<file path="config.mk">
export PLATFORM = sky130hd
export DESIGN_NAME = lf_multiprecision_sequencer
export DESIGN_NICKNAME = d
export VERILOG_FILES = /design/src/rtl/lf_multiprecision_sequencer_pkg.sv /design/src/rtl/lf_multiprecision_sequencer_adder.sv /design/src/rtl/lf_multiprecision_sequencer.sv
export SDC_FILE = /design/constraint.sdc
export NUM_CORES = 1
export LEC_CHECK = 0
export BUFFER_PORTS_ARGS = -buffer_cell sky130_fd_sc_hd__buf_2
export CORE_MARGIN = 1.5
export CORE_UTILIZATION = 45
export DETAILED_ROUTE_END_ITERATION = 16
export PLACE_DENSITY = 0.75
export SLEW_MARGIN = 20
export SYNTH_ARGS = -nofsm -noshare
export SYNTH_HDL_FRONTEND = slang
export SYNTH_SLANG_ARGS = --single-unit
</file>
<file path="constraint.sdc">
create_clock -name clk -period 4.6 [get_ports clk]
set_input_delay 0.23 -clock clk [delete_from_list [all_inputs] [get_ports clk]]
set_output_delay 0.23 -clock clk [all_outputs]
set_load 0.01 [all_outputs]
</file>
<file path="src/rtl/lf_multiprecision_sequencer_pkg.sv">
// Shared types and elaboration helpers for the multi-precision sequencer
// and its Ladner-Fischer slice adder.
package lf_multiprecision_sequencer_pkg;

  // Sequencer states: accept, slice-by-slice add, hold result.
  typedef enum logic [1:0] {
    IDLE = 2'd0,
    RUN  = 2'd1,
    DONE = 2'd2
  } seqState_e;

  // Ceiling log2, never below 1 so a single-slice build still has a counter bit.
  function automatic int clog2(input int value);
    int result;
    int rem;
    result = 0;
    rem = value - 1;
    while (rem > 0) begin
      result = result + 1;
      rem = rem >> 1;
    end
    if (result < 1) begin
      result = 1;
    end
    return result;
  endfunction

  // Integer power, used to size the span of each prefix level.
  function automatic int intPow(input int base, input int exponent);
    int result;
    result = 1;
    for (int e = 0; e < exponent; e++) begin
      result = result * base;
    end
    return result;
  endfunction

  // Number of prefix levels needed so that valency^levels covers the width.
  function automatic int prefixLevels(input int width, input int valency);
    int levels;
    int span;
    levels = 0;
    span = 1;
    while (span < width) begin
      span = span * valency;
      levels = levels + 1;
    end
    return levels;
  endfunction

endpackage

</file>
<file path="src/rtl/lf_multiprecision_sequencer_adder.sv">
// Ladner-Fischer (divide-and-conquer) parallel prefix adder with a
// configurable valency. At level lv every bit whose base-VALENCY digit
// at position lv is nonzero merges in the lower sibling groups, so after
// all levels each bit holds the group generate/propagate from bit 0.
module Ladner_fischer_adder
  import lf_multiprecision_sequencer_pkg::*;
#(
  parameter int WIDTH   = 16,
  parameter int VALENCY = 2
) (
  input  logic [WIDTH-1:0] a_i,
  input  logic [WIDTH-1:0] b_i,
  input  logic             cin_i,
  output logic [WIDTH-1:0] sum_o,
  output logic             cout_o
);

  localparam int LEVELS = prefixLevels(WIDTH, VALENCY);

  logic [LEVELS:0][WIDTH-1:0] gLvl;
  logic [LEVELS:0][WIDTH-1:0] pLvl;
  logic [WIDTH:0]             carry;

  assign gLvl[0] = a_i & b_i;
  assign pLvl[0] = a_i ^ b_i;

  for (genvar lv = 0; lv < LEVELS; lv++) begin : gLevel
    localparam int SPAN = intPow(VALENCY, lv);
    for (genvar i = 0; i < WIDTH; i++) begin : gBit
      localparam int DIGIT = (i / SPAN) % VALENCY;
      logic [VALENCY-1:0] gChain;
      logic [VALENCY-1:0] pChain;
      assign gChain[0] = gLvl[lv][i];
      assign pChain[0] = pLvl[lv][i];
      for (genvar m = 1; m < VALENCY; m++) begin : gCell
        if (m <= DIGIT) begin : gMerge
          localparam int SRC = ((i / SPAN) - m + 1) * SPAN - 1;
          assign gChain[m] = gChain[m-1] | (pChain[m-1] & gLvl[lv][SRC]);
          assign pChain[m] = pChain[m-1] & pLvl[lv][SRC];
        end else begin : gPass
          assign gChain[m] = gChain[m-1];
          assign pChain[m] = pChain[m-1];
        end
      end
      assign gLvl[lv+1][i] = gChain[VALENCY-1];
      assign pLvl[lv+1][i] = pChain[VALENCY-1];
    end
  end

  assign carry[0] = cin_i;
  for (genvar i = 0; i < WIDTH; i++) begin : gCarry
    assign carry[i+1] = gLvl[LEVELS][i] | (pLvl[LEVELS][i] & cin_i);
  end

  assign sum_o  = pLvl[0] ^ carry[WIDTH-1:0];
  assign cout_o = carry[WIDTH];

endmodule

</file>
<file path="src/rtl/lf_multiprecision_sequencer.sv">
// Multi-precision add/subtract sequencer: one WIDTH-bit prefix adder is
// reused over SLICES slices, least-significant first, with a registered
// carry linking the slices. Operands and results use valid/ready.
module lf_multiprecision_sequencer
  import lf_multiprecision_sequencer_pkg::*;
#(
  parameter int WIDTH   = 16,
  parameter int SLICES  = 4,
  parameter int VALENCY = 2
) (
  input  logic                      clk,
  input  logic                      rst_n,
  input  logic                      in_valid,
  output logic                      in_ready,
  input  logic [WIDTH*SLICES-1:0]   op_a,
  input  logic [WIDTH*SLICES-1:0]   op_b,
  input  logic                      sub,
  input  logic                      cin,
  input  logic                      flush,
  output logic                      out_valid,
  input  logic                      out_ready,
  output logic [WIDTH*SLICES-1:0]   sum,
  output logic                      cout,
  output logic                      ovf,
  output logic                      busy
);

  localparam int TOTAL = WIDTH * SLICES;
  localparam int KW    = clog2(SLICES);
  localparam logic [KW-1:0] LAST_K = KW'(SLICES - 1);

  seqState_e        state_q, state_d;
  logic [TOTAL-1:0] opA_q, opA_d;
  logic [TOTAL-1:0] opB_q, opB_d;
  logic             carry_q, carry_d;
  logic [KW-1:0]    k_q, k_d;
  logic [TOTAL-1:0] sum_q, sum_d;
  logic             cout_q, cout_d;
  logic             ovf_q, ovf_d;
  logic             outValid_q, outValid_d;

  logic [WIDTH-1:0] sliceA;
  logic [WIDTH-1:0] sliceB;
  logic [WIDTH-1:0] adderSum;
  logic             adderCout;

  // The shared adder only ever sees registered operands and the carry register.
  assign sliceA = opA_q[int'(k_q)*WIDTH +: WIDTH];
  assign sliceB = opB_q[int'(k_q)*WIDTH +: WIDTH];

  Ladner_fischer_adder #(
    .WIDTH   (WIDTH),
    .VALENCY (VALENCY)
  ) uAdder (
    .a_i    (sliceA),
    .b_i    (sliceB),
    .cin_i  (carry_q),
    .sum_o  (adderSum),
    .cout_o (adderCout)
  );

  // Next-state logic: capture, slice sequencing, result hold, flush override.
  always_comb begin
    state_d    = state_q;
    opA_d      = opA_q;
    opB_d      = opB_q;
    carry_d    = carry_q;
    k_d        = k_q;
    sum_d      = sum_q;
    cout_d     = cout_q;
    ovf_d      = ovf_q;
    outValid_d = 1'b0;

    if (flush) begin
      state_d = IDLE;
      k_d     = '0;
    end else begin
      case (state_q)
        IDLE: begin
          if (in_valid) begin
            opA_d   = op_a;
            opB_d   = sub ? ~op_b : op_b;
            carry_d = sub ? 1'b1 : cin;
            k_d     = '0;
            state_d = RUN;
          end
        end
        RUN: begin
          sum_d[int'(k_q)*WIDTH +: WIDTH] = adderSum;
          carry_d = adderCout;
          if (k_q == LAST_K) begin
            cout_d  = adderCout;
            ovf_d   = (opA_q[TOTAL-1] == opB_q[TOTAL-1]) &&
                      (adderSum[WIDTH-1] != opA_q[TOTAL-1]);
            k_d     = '0;
            state_d = DONE;
          end else begin
            k_d = k_q + 1'b1;
          end
        end
        DONE: begin
          if (outValid_q && out_ready) begin
            state_d = IDLE;
          end
        end
        default: begin
          state_d = IDLE;
        end
      endcase
      // The result registers land on DONE entry; valid is presented one cycle later.
      outValid_d = (state_q == DONE) && (state_d == DONE);
    end
  end

  // State and datapath registers with asynchronous active-low reset.
  always_ff @(posedge clk or negedge rst_n) begin
    if (!rst_n) begin
      state_q    <= IDLE;
      opA_q      <= '0;
      opB_q      <= '0;
      carry_q    <= 1'b0;
      k_q        <= '0;
      sum_q      <= '0;
      cout_q     <= 1'b0;
      ovf_q      <= 1'b0;
      outValid_q <= 1'b0;
    end else begin
      state_q    <= state_d;
      opA_q      <= opA_d;
      opB_q      <= opB_d;
      carry_q    <= carry_d;
      k_q        <= k_d;
      sum_q      <= sum_d;
      cout_q     <= cout_d;
      ovf_q      <= ovf_d;
      outValid_q <= outValid_d;
    end
  end

  assign in_ready  = (state_q == IDLE);
  assign busy      = (state_q == RUN) || (state_q == DONE);
  assign out_valid = outValid_q;
  assign sum       = sum_q;
  assign cout      = cout_q;
  assign ovf       = ovf_q;

endmodule

</file>
==> results of run 1 <==
logic make-up after synthesis:
logic type | Yosys count | synth area share
flops | 200 | 0.5169
compound gates | 191 | 0.1301
simple gates | 170 | 0.08115
mux | 97 | 0.1499
xor+xnor | 69 | 0.06241
buf+inv | 60 | 0.02390
fa+ha+maj | 27 | 0.03566
path summary, 6_finish.rpt:
check                      slack [ps]  cells past startpoint  startpoint        end
max                               750                      9      k_q[0]        ovf
min                                20                      2    op_a[17]  opA_q[17]
max reg2reg                       750                      9      k_q[0]        ovf
min reg2reg                       460                      2     sum[13]    sum[13]
max in group asynchronous        2920                      3       rst_n   opB_q[6]
min in group asynchronous         490                      2       rst_n    sum[32]
per-layer routing:
metal	vias up	share of wire
met5	-	0
li1	3322	-
met4	0	0.027
met3	38	0.072
met2	298	0.44
met1	3473	0.46
registers in the layout, summed over array words and instances (netlist names):
name       count
opB_q         64
opA_q         64
state_q        2
cout           1
carry_q        1
ovf            1
out_valid      1
sum           64
k_q            2
power by group through the flow:
| stage | Sequential, W | Clock (W) | Combinational [W] |
|---|---|---|---|
| 2_1_floorplan | 0.00224 | 0 | 0.000972 |
| 3_3_place_gp | 0.00229 | 0 | 0.00141 |
| 3_5_place_dp | 0.00230 | 0 | 0.00144 |
| 4_1_cts | 0.00226 | 0.00159 | 0.00145 |
| 5_1_grt | 0.00230 | 0.00166 | 0.00161 |
| 6_report | 0.00227 | 0.00156 | 0.00146 |
metrics by stage:
step | total power, W | setup slack, ps | hold WS, ps | std cells
finish | 0.005286 | 752.3 | 22.75 | 1292
global route | 0.005571 | 390.7 | 8.845 | 1292
CTS | 0.005305 | 719.4 | 2.524 | 1291
detailed placement | 0.003740 | 737.6 | 454.0 | 1259
global placement | 0.003694 | 838.4 | 445.8 | 1259
floorplan | 0.003210 | 922.7 | -65.59 | 814
final cells by class:
class,instances,area (sq um)
Clock buffer,17,425.4
Clock inverter,14,188.9
Fill cell,1771,9404
Inverter,8,30.03
Multi-Input combinational cell,554,4459
Sequential cell,200,5007
Tap cell,275,344.1
Timing Repair Buffer,224,1229
cell usage in the layout, fill, tap and decap left out, types with 17 or more instances in the layout:
cell type and instances:
nand2_1 101, xnor2_1 69, mux2_2 64, dfrtp_1 198, mux4_2 32, a22o_1 32, buf_4 17, o21ai_0 90
ha_1 26, buf_2 201, clkbuf_16 17
==> impl_metrics.ini, run 1 <==
[run_status]
status = completed

[floorplan]
dieHeight_um = 149.7
core.rowCount = 53
io_pins = 204
die_width_um = 149.7
start_util = 0.4592
coreArea_sq_um = 21090
design.die.area_sq_um = 22410

[clocking]
clk_path_buf_depth = 2
cts_resized = 0
cts-buffers-inserted = 17
cts_setup_buffers = 0
cts_root_buf = clkbuf_16
clk_latency_ps = 440
cts_hold_buf = 1
path_clk_slew_ps = 70
cts_htree_levels = 4
numClockSinks = 200
cts_tree = done

[timing]
max_slew_margin = 0.3540
drv_slew = 0
setup_viol = 0
clock_skew_ps = 11.80
fmax_mhz = 259.9
period_minus_slack_ps = 3848
finalSetupTns_ps = 0
post-route-period-util = 0.8365
worst_pin_slew_ps = 969.0
rsz0062_at_grt = false
hold_violations = 0

[global_route]
use_met2 = 0.3265
grtUsageMet1 = 0.3294
grt_pass1_wl_um = 38070
grt_pass1_vias = 6921
grt_max_degree = 123
grt-busiest-layer = met1
grt_usage = 0.2248
grt_antenna_before_repair = 0
overflow = 0
gr-usage-met3 = 0.04665

[worst_hold_path]
worstHoldPathType = in -> reg

[place]
place.gp.congestion = 0.9111
placed_area_sq_um = 11050
dpl.hpwl_um = 17750
numPortBuffers = 203

[synth]
synth_most_common_cell = dfrtp_1
post-synth-top-area-cell = dfrtp_1
synth_flop_cell = dfrtp_1
ys_warn_count = 0
seq_area_frac_synth = 0.5169
synthArstFlopShare = 1.000
synth_common_cells = 200 x dfrtp_1, 101 x nand2_1, 90 x o21ai_0, 69 x xnor2_1, 64 x mux2_2
yosysUniqueCellTypes = 51
yosysTopAreaCellShare = 0.5169
synth_area_sq_um = 9683
synthTopCellsByArea = dfrtp_1 52%, mux2_2 7.4%, mux4_2 7.4%
synth.avg_cell_area_sq_um = 11.90
ys_seq_elements = 200
synthCells = 814
synth_nets = 976
synth_edf_count = 0

[drt]
wl_per_cell_um = 18.72
antenna_left = 0
vias_per_cell = 5.519
drtIter0Drc = 506
vias = 7131
wirelength_um = 24180
drc = 0
dr.pass1.iters = 6

[power_and_ir_drop]
seqPwrFrac = 0.429
leakage_nw = 5.427
clkPwrFrac = 0.295
power.internal_w = 0.003582
comb_power_share = 0.276
p_switching_w = 0.001704
ir_drop_mv = 0.3023
netSwitchingFraction = 0.3224
powerDensity_nw_per_um2 = 452.4

[layout]
stdcell_area_sq_um = 11680
areaGrowthSynthToFinish_pct = 20.66
drive_gt1_frac = 0.3559
nets = 1167
final_core_util = 0.5541
diodes = 0

[worst_setup_path]
crit_chain = buf_12, mux4_2, ha_1, a211oi_2, o21ba_2, a21oi_1, o41ai_1, a211oi_1, a211o_1
cp-end-kind = flip-flop
path_class = reg -> reg
slowest_delay_ps = 910
start_kind = flip-flop
crit_arrival_ps = 4170
crit_buf_inv = 1
critPathMaxFanout = 23
crit_family = compound AO/OA/AOI/OAI gates
slowest_stage = dfrtp_2
required_ps = 4920

[job]
maxCapViolCount = 0
(Power assumes the default switching activity.)
==> run 2, diff against run 1 <==
clock period = 3.73 ns   (was 4.6 ns; I/O delays follow)
==> impl_metrics.ini, run 2 (same netlist as run 1, synthesis figures left out) <==
[floorplan]
die_width_um = 149.7
coreArea_sq_um = 21090
design.die.area_sq_um = 22410
io_pins = 204
start_util = 0.4592
dieHeight_um = 149.7
core.rowCount = 53

[drt]
wl_per_cell_um = 19.28
met3WireLength_um = 2209
wirelength_um = 26190
vias = 7507
route.met2.wl_um = 11650
wl_met1_um = 11610
drc = 0
drtIter0Drc = 476
dr.pass1.iters = 5
top_layer = met4
antenna_left = 0
vias_per_cell = 5.528

[clocking]
cts_resized = 0
numClockSinks = 200
clk_path_buf_depth = 2
cts_hold_buf = 60
cts_setup_buffers = 0
path_clk_slew_ps = 80
cts_tree = done
cts_root_buf = clkbuf_16
clk_latency_ps = 440
cts-buffers-inserted = 17
cts_htree_levels = 4

[layout]
areaGrowthSynthToFinish_pct = 27.50
stdcell_area_sq_um = 12350
drive_gt1_frac = 0.3401
final_cell_mix = 201 x buf_2, 198 x dfrtp_1, 101 x nand2_1
nets = 1231
final_common_cell = buf_2

[worst_hold_path]
worstHoldPathType = in -> reg

[timing]
finalSetupTns_ps = 0
post-route-period-util = 0.9486
worst_pin_slew_ps = 983.4
max_slew_margin = 0.3444
clock_skew_ps = 14.19
fmax_mhz = 282.6
hold_violations = 0
period_minus_slack_ps = 3538
setup_viol = 0
rsz0062_at_grt = false
drv_slew = 0

[power_and_ir_drop]
power_w = 0.006646
ir_drop_mv = 0.3321
powerDensity_nw_per_um2 = 538.3
leakage_nw = 5.705

[global_route]
grt_antenna_before_repair = 1
grt_pass1_vias = 7477
grt_max_degree = 129
grt_usage = 0.2437
grt_pass1_wl_um = 41130
overflow = 0

[worst_setup_path]
slowest_stage = dfrtp_2
required_ps = 4060
slowest_delay_ps = 550
crit_chain = buf_12, mux4_2, ha_1, nand4_2, or3_1, a211oi_2, o41ai_1, and2_4, a211o_1
crit_arrival_ps = 3870
path_class = reg -> reg
start_kind = flip-flop
cp-end-kind = flip-flop
critPathMaxFanout = 15

[place]
place.gp.congestion = 0.8727
dpl.hpwl_um = 18170
numPortBuffers = 203
placed_area_sq_um = 11120

[run_status]
status = completed

[job]
maxCapViolCount = 0
[run 2: changes by cell type in the layout (fill, tap and decap cells not counted), sizes merged]
| cell | before | now |
|---|---|---|
| bufinv | 3 | 2 |
| dlygate4sd3 | 1 | 60 |
| clkinvlp | 0 | 2 |
| clkinv | 5 | 2 |
| buf | 222 | 227 |
| diode | 0 | 1 |
| inv | 14 | 17 |
[run 2: critical path, delay by kind of cell (launching register included)]
family | cells | cell delay [ps]
DFF | 1 | 550
and+or+nand+nor | 3 | 880
adders and majority gates | 1 | 490
muxes | 1 | 540
AOI/OAI and AO/OA | 3 | 740
buffers and inverters | 1 | 220
[run 2: through the flow]
stage	hold slack (ps)	cells	setup slack, ps	util
6_report	15.50	1358	191.7	0.5854
5_1_grt	6.436	1358	8.677	0.5854
4_1_cts	5.395	1357	212.0	0.5853
3_5_place_dp	227.9	1265	239.2	0.5272
3_3_place_gp	233.1	1265	302.2	0.5272
2_1_floorplan	-109.1	814	52.73	-
[run 2: report_power, final]
part           switching (W)  total (W)  leakage [nW]  internal (W)
sequential          0.000268    0.00281          2.53       0.00254
combinational        0.00103    0.00189          2.88      0.000860
clock               0.000914    0.00195         0.300       0.00103
total                0.00221    0.00665          5.71       0.00443
[run 2: final timing paths]
check                         from       end  slack (ps)  depth (start not counted)
setup reg to reg            k_q[0]       ovf         190                          9
max in group asynchronous    rst_n    k_q[0]        2330                          3
min in group asynchronous    rst_n   sum[32]         310                          2
setup / recovery            k_q[0]       ovf         190                          9
hold / removal             op_a[6]  opA_q[6]          20                          2
hold reg to reg            sum[13]   sum[13]         470                          2
[run 2: metal layers]
metal / up-vias / GRT usage
met3: 54 / 0.04787
met1: 3636 / 0.3473
met4: 0 / 0.09657
met5: - / 0
li1: 3444 / -
met2: 373 / 0.3673
[run 2: layout make-up]
| type | instances | area (sq um) |
|---|---|---|
| diodes | 1 | 2.502 |
| clock buffers | 17 | 425.4 |
| clock inverters | 15 | 198.9 |
| fillers | 1708 | 8742 |
| inverters | 8 | 30.03 |
| multi-input cells | 554 | 4459 |
| flip-flops and latches | 200 | 5007 |
| well taps | 275 | 344.1 |
| repair buffers | 288 | 1878 |
==> run 3, diff against run 2 <==
--- a/config.mk
+++ b/config.mk
@@ -8,5 +8,5 @@
 export BUFFER_PORTS_ARGS = -buffer_cell sky130_fd_sc_hd__buf_2
-export CORE_MARGIN = 1.5
 export CORE_UTILIZATION = 45
 export DETAILED_ROUTE_END_ITERATION = 16
+export GPL_TIMING_DRIVEN = 1
 export PLACE_DENSITY = 0.75
==> constraint.sdc (replaced) <==
create_clock -name clk -period 3.73 [get_ports clk]
set_input_delay 0.5595 -clock clk [delete_from_list [all_inputs] [get_ports clk]]
set_output_delay 0.5595 -clock clk [all_outputs]
set_load 0.01 [all_outputs]
==> impl_metrics.ini, run 3 (same netlist as run 1, synthesis figures left out) <==
[drt]
drc = 0
antenna_left = 0
wirelength_um = 24620
wl_per_cell_um = 18.95
vias_per_cell = 5.508
vias = 7155
dr.pass1.iters = 6
drtIter0Drc = 459

[floorplan]
coreArea_sq_um = 21090
core.rowCount = 53
start_util = 0.4592
die_width_um = 148.7
dieHeight_um = 148.7
io_pins = 204
design.die.area_sq_um = 22110

[timing]
period_minus_slack_ps = 3493
max_slew_margin = 0.3517
fmax_mhz = 286.3
finalSetupTns_ps = 0
rsz0062_at_grt = false
drv_slew = 0
worst_pin_slew_ps = 972.4
post-route-period-util = 0.9365
clock_skew_ps = 17.32
hold_violations = 0
setup_viol = 0

[layout]
fillers = 1786
final_core_util = 0.5558
areaGrowthSynthToFinish_pct = 21.05
diodes = 0
final_common_cell = buf_2
final_cell_mix = 201 x buf_2, 198 x dfrtp_1, 101 x nand2_1
nets = 1173
drive_gt1_frac = 0.3613

[global_route]
grt_max_degree = 101
grt_antenna_before_repair = 0
grt_pass1_vias = 7101
grt_usage = 0.2369
overflow = 0
grt_pass1_wl_um = 39050

[run_status]
status = completed

[place]
dpl.hpwl_um = 18620
place.gp.congestion = 0.8508
numPortBuffers = 203

[clocking]
clk_path_buf_depth = 2
clk_latency_ps = 440
cts_tree = done
numClockSinks = 200
cts-buffers-inserted = 17
path_clk_slew_ps = 70
cts_hold_buf = 0
cts_resized = 0
cts_setup_buffers = 0
cts_root_buf = clkbuf_16
cts_htree_levels = 4

[power_and_ir_drop]
powerDensity_nw_per_um2 = 555.4
clkPwrFrac = 0.291
p_switching_w = 0.002130
power.internal_w = 0.004381
seqPwrFrac = 0.430
netSwitchingFraction = 0.3272
leakage_nw = 5.454
comb_power_share = 0.279
ir_drop_mv = 0.2947

[worst_hold_path]
worstHoldPathType = in -> async

[worst_setup_path]
crit_arrival_ps = 3820
path_class = reg -> reg
required_ps = 4050
critPathMaxFanout = 29
cp-end-kind = flip-flop
start_kind = flip-flop

[job]
maxCapViolCount = 0
==> run 3: cell count changes in the layout (fill, tap and decap cells not counted), sizes merged <==
| cell | change |
|---|---|
| diode | -1 |
| clkinvlp | -1 |
| clkinv | +3 |
| inv | -2 |
| dlygate4sd3 | -60 |
| buf | +2 |
==> run 3: power by group through the flow <==
| stage | Combinational [W] | Sequential, W | Clock (W) |
|---|---|---|---|
| 2_1_floorplan | 0.00120 | 0.00276 | 0 |
| 3_3_place_gp | 0.00177 | 0.00282 | 0 |
| 3_5_place_dp | 0.00182 | 0.00284 | 0 |
| 4_1_cts | 0.00182 | 0.00280 | 0.00193 |
| 5_1_grt | 0.00202 | 0.00284 | 0.00201 |
| 6_report | 0.00181 | 0.00280 | 0.00190 |
==> run 3: metrics by stage <==
step	hold WS (ps)	area, sq um	worst slack (ps)	cells	power (W)
3_5_place_dp	458.0	11110	280.6	1267	0.004650
5_1_grt	256.0	11720	37.59	1299	0.006870
4_1_cts	243.1	11720	249.3	1299	0.006547
6_report	189.9	11720	236.8	1299	0.006511
3_3_place_gp	453.1	11110	332.9	1267	0.004588
2_1_floorplan	263.9	9683	52.73	814	0.003958
==> run 3: critical path, stage by stage (launching register included) <==
cell	delay, ps
dfrtp_2	510
buf_12	250
mux4_2	530
ha_1	410
a211oi_2	290
o21ba_2	260
a21oi_1	110
o41ai_1	580
a211oi_1	150
a211o_1	290
==> run 3: routing by layer <==
layer  wire (um)  GRT usage  vias up  part of all wire
li1            -          -     3327                 -
met1       11320     0.3413     3498              0.46
met2       10910     0.3493      288              0.44
met3        1690    0.04969       42             0.069
met4         691    0.09433        0             0.028
met5           0          0        -                 0
==> run 3: cell type report <==
class                           instances  area, sq um  area share
Sequential cell                       200         5007      0.4272
Timing Repair Buffer                  230         1267      0.1081
Tap cell                              275        344.1     0.02936
Clock inverter                         15        187.7     0.01601
Inverter                                8        30.03    0.002562
Multi-Input combinational cell        554         4459      0.3804
Clock buffer                           17        425.4     0.03629
==> run 3: path summary, 6_finish.rpt <==
check	from	end	slack (ps)	depth (start not counted)
worst max-delay path	k_q[0]	ovf	240	9
worst min-delay path	rst_n	sum[16]	190	1
worst max register to register	k_q[0]	ovf	240	9
worst min register to register	sum[45]	sum[45]	470	2
max in group asynchronous	rst_n	sum[48]	2620	2
min in group clk	op_a[41]	opA_q[41]	350	2
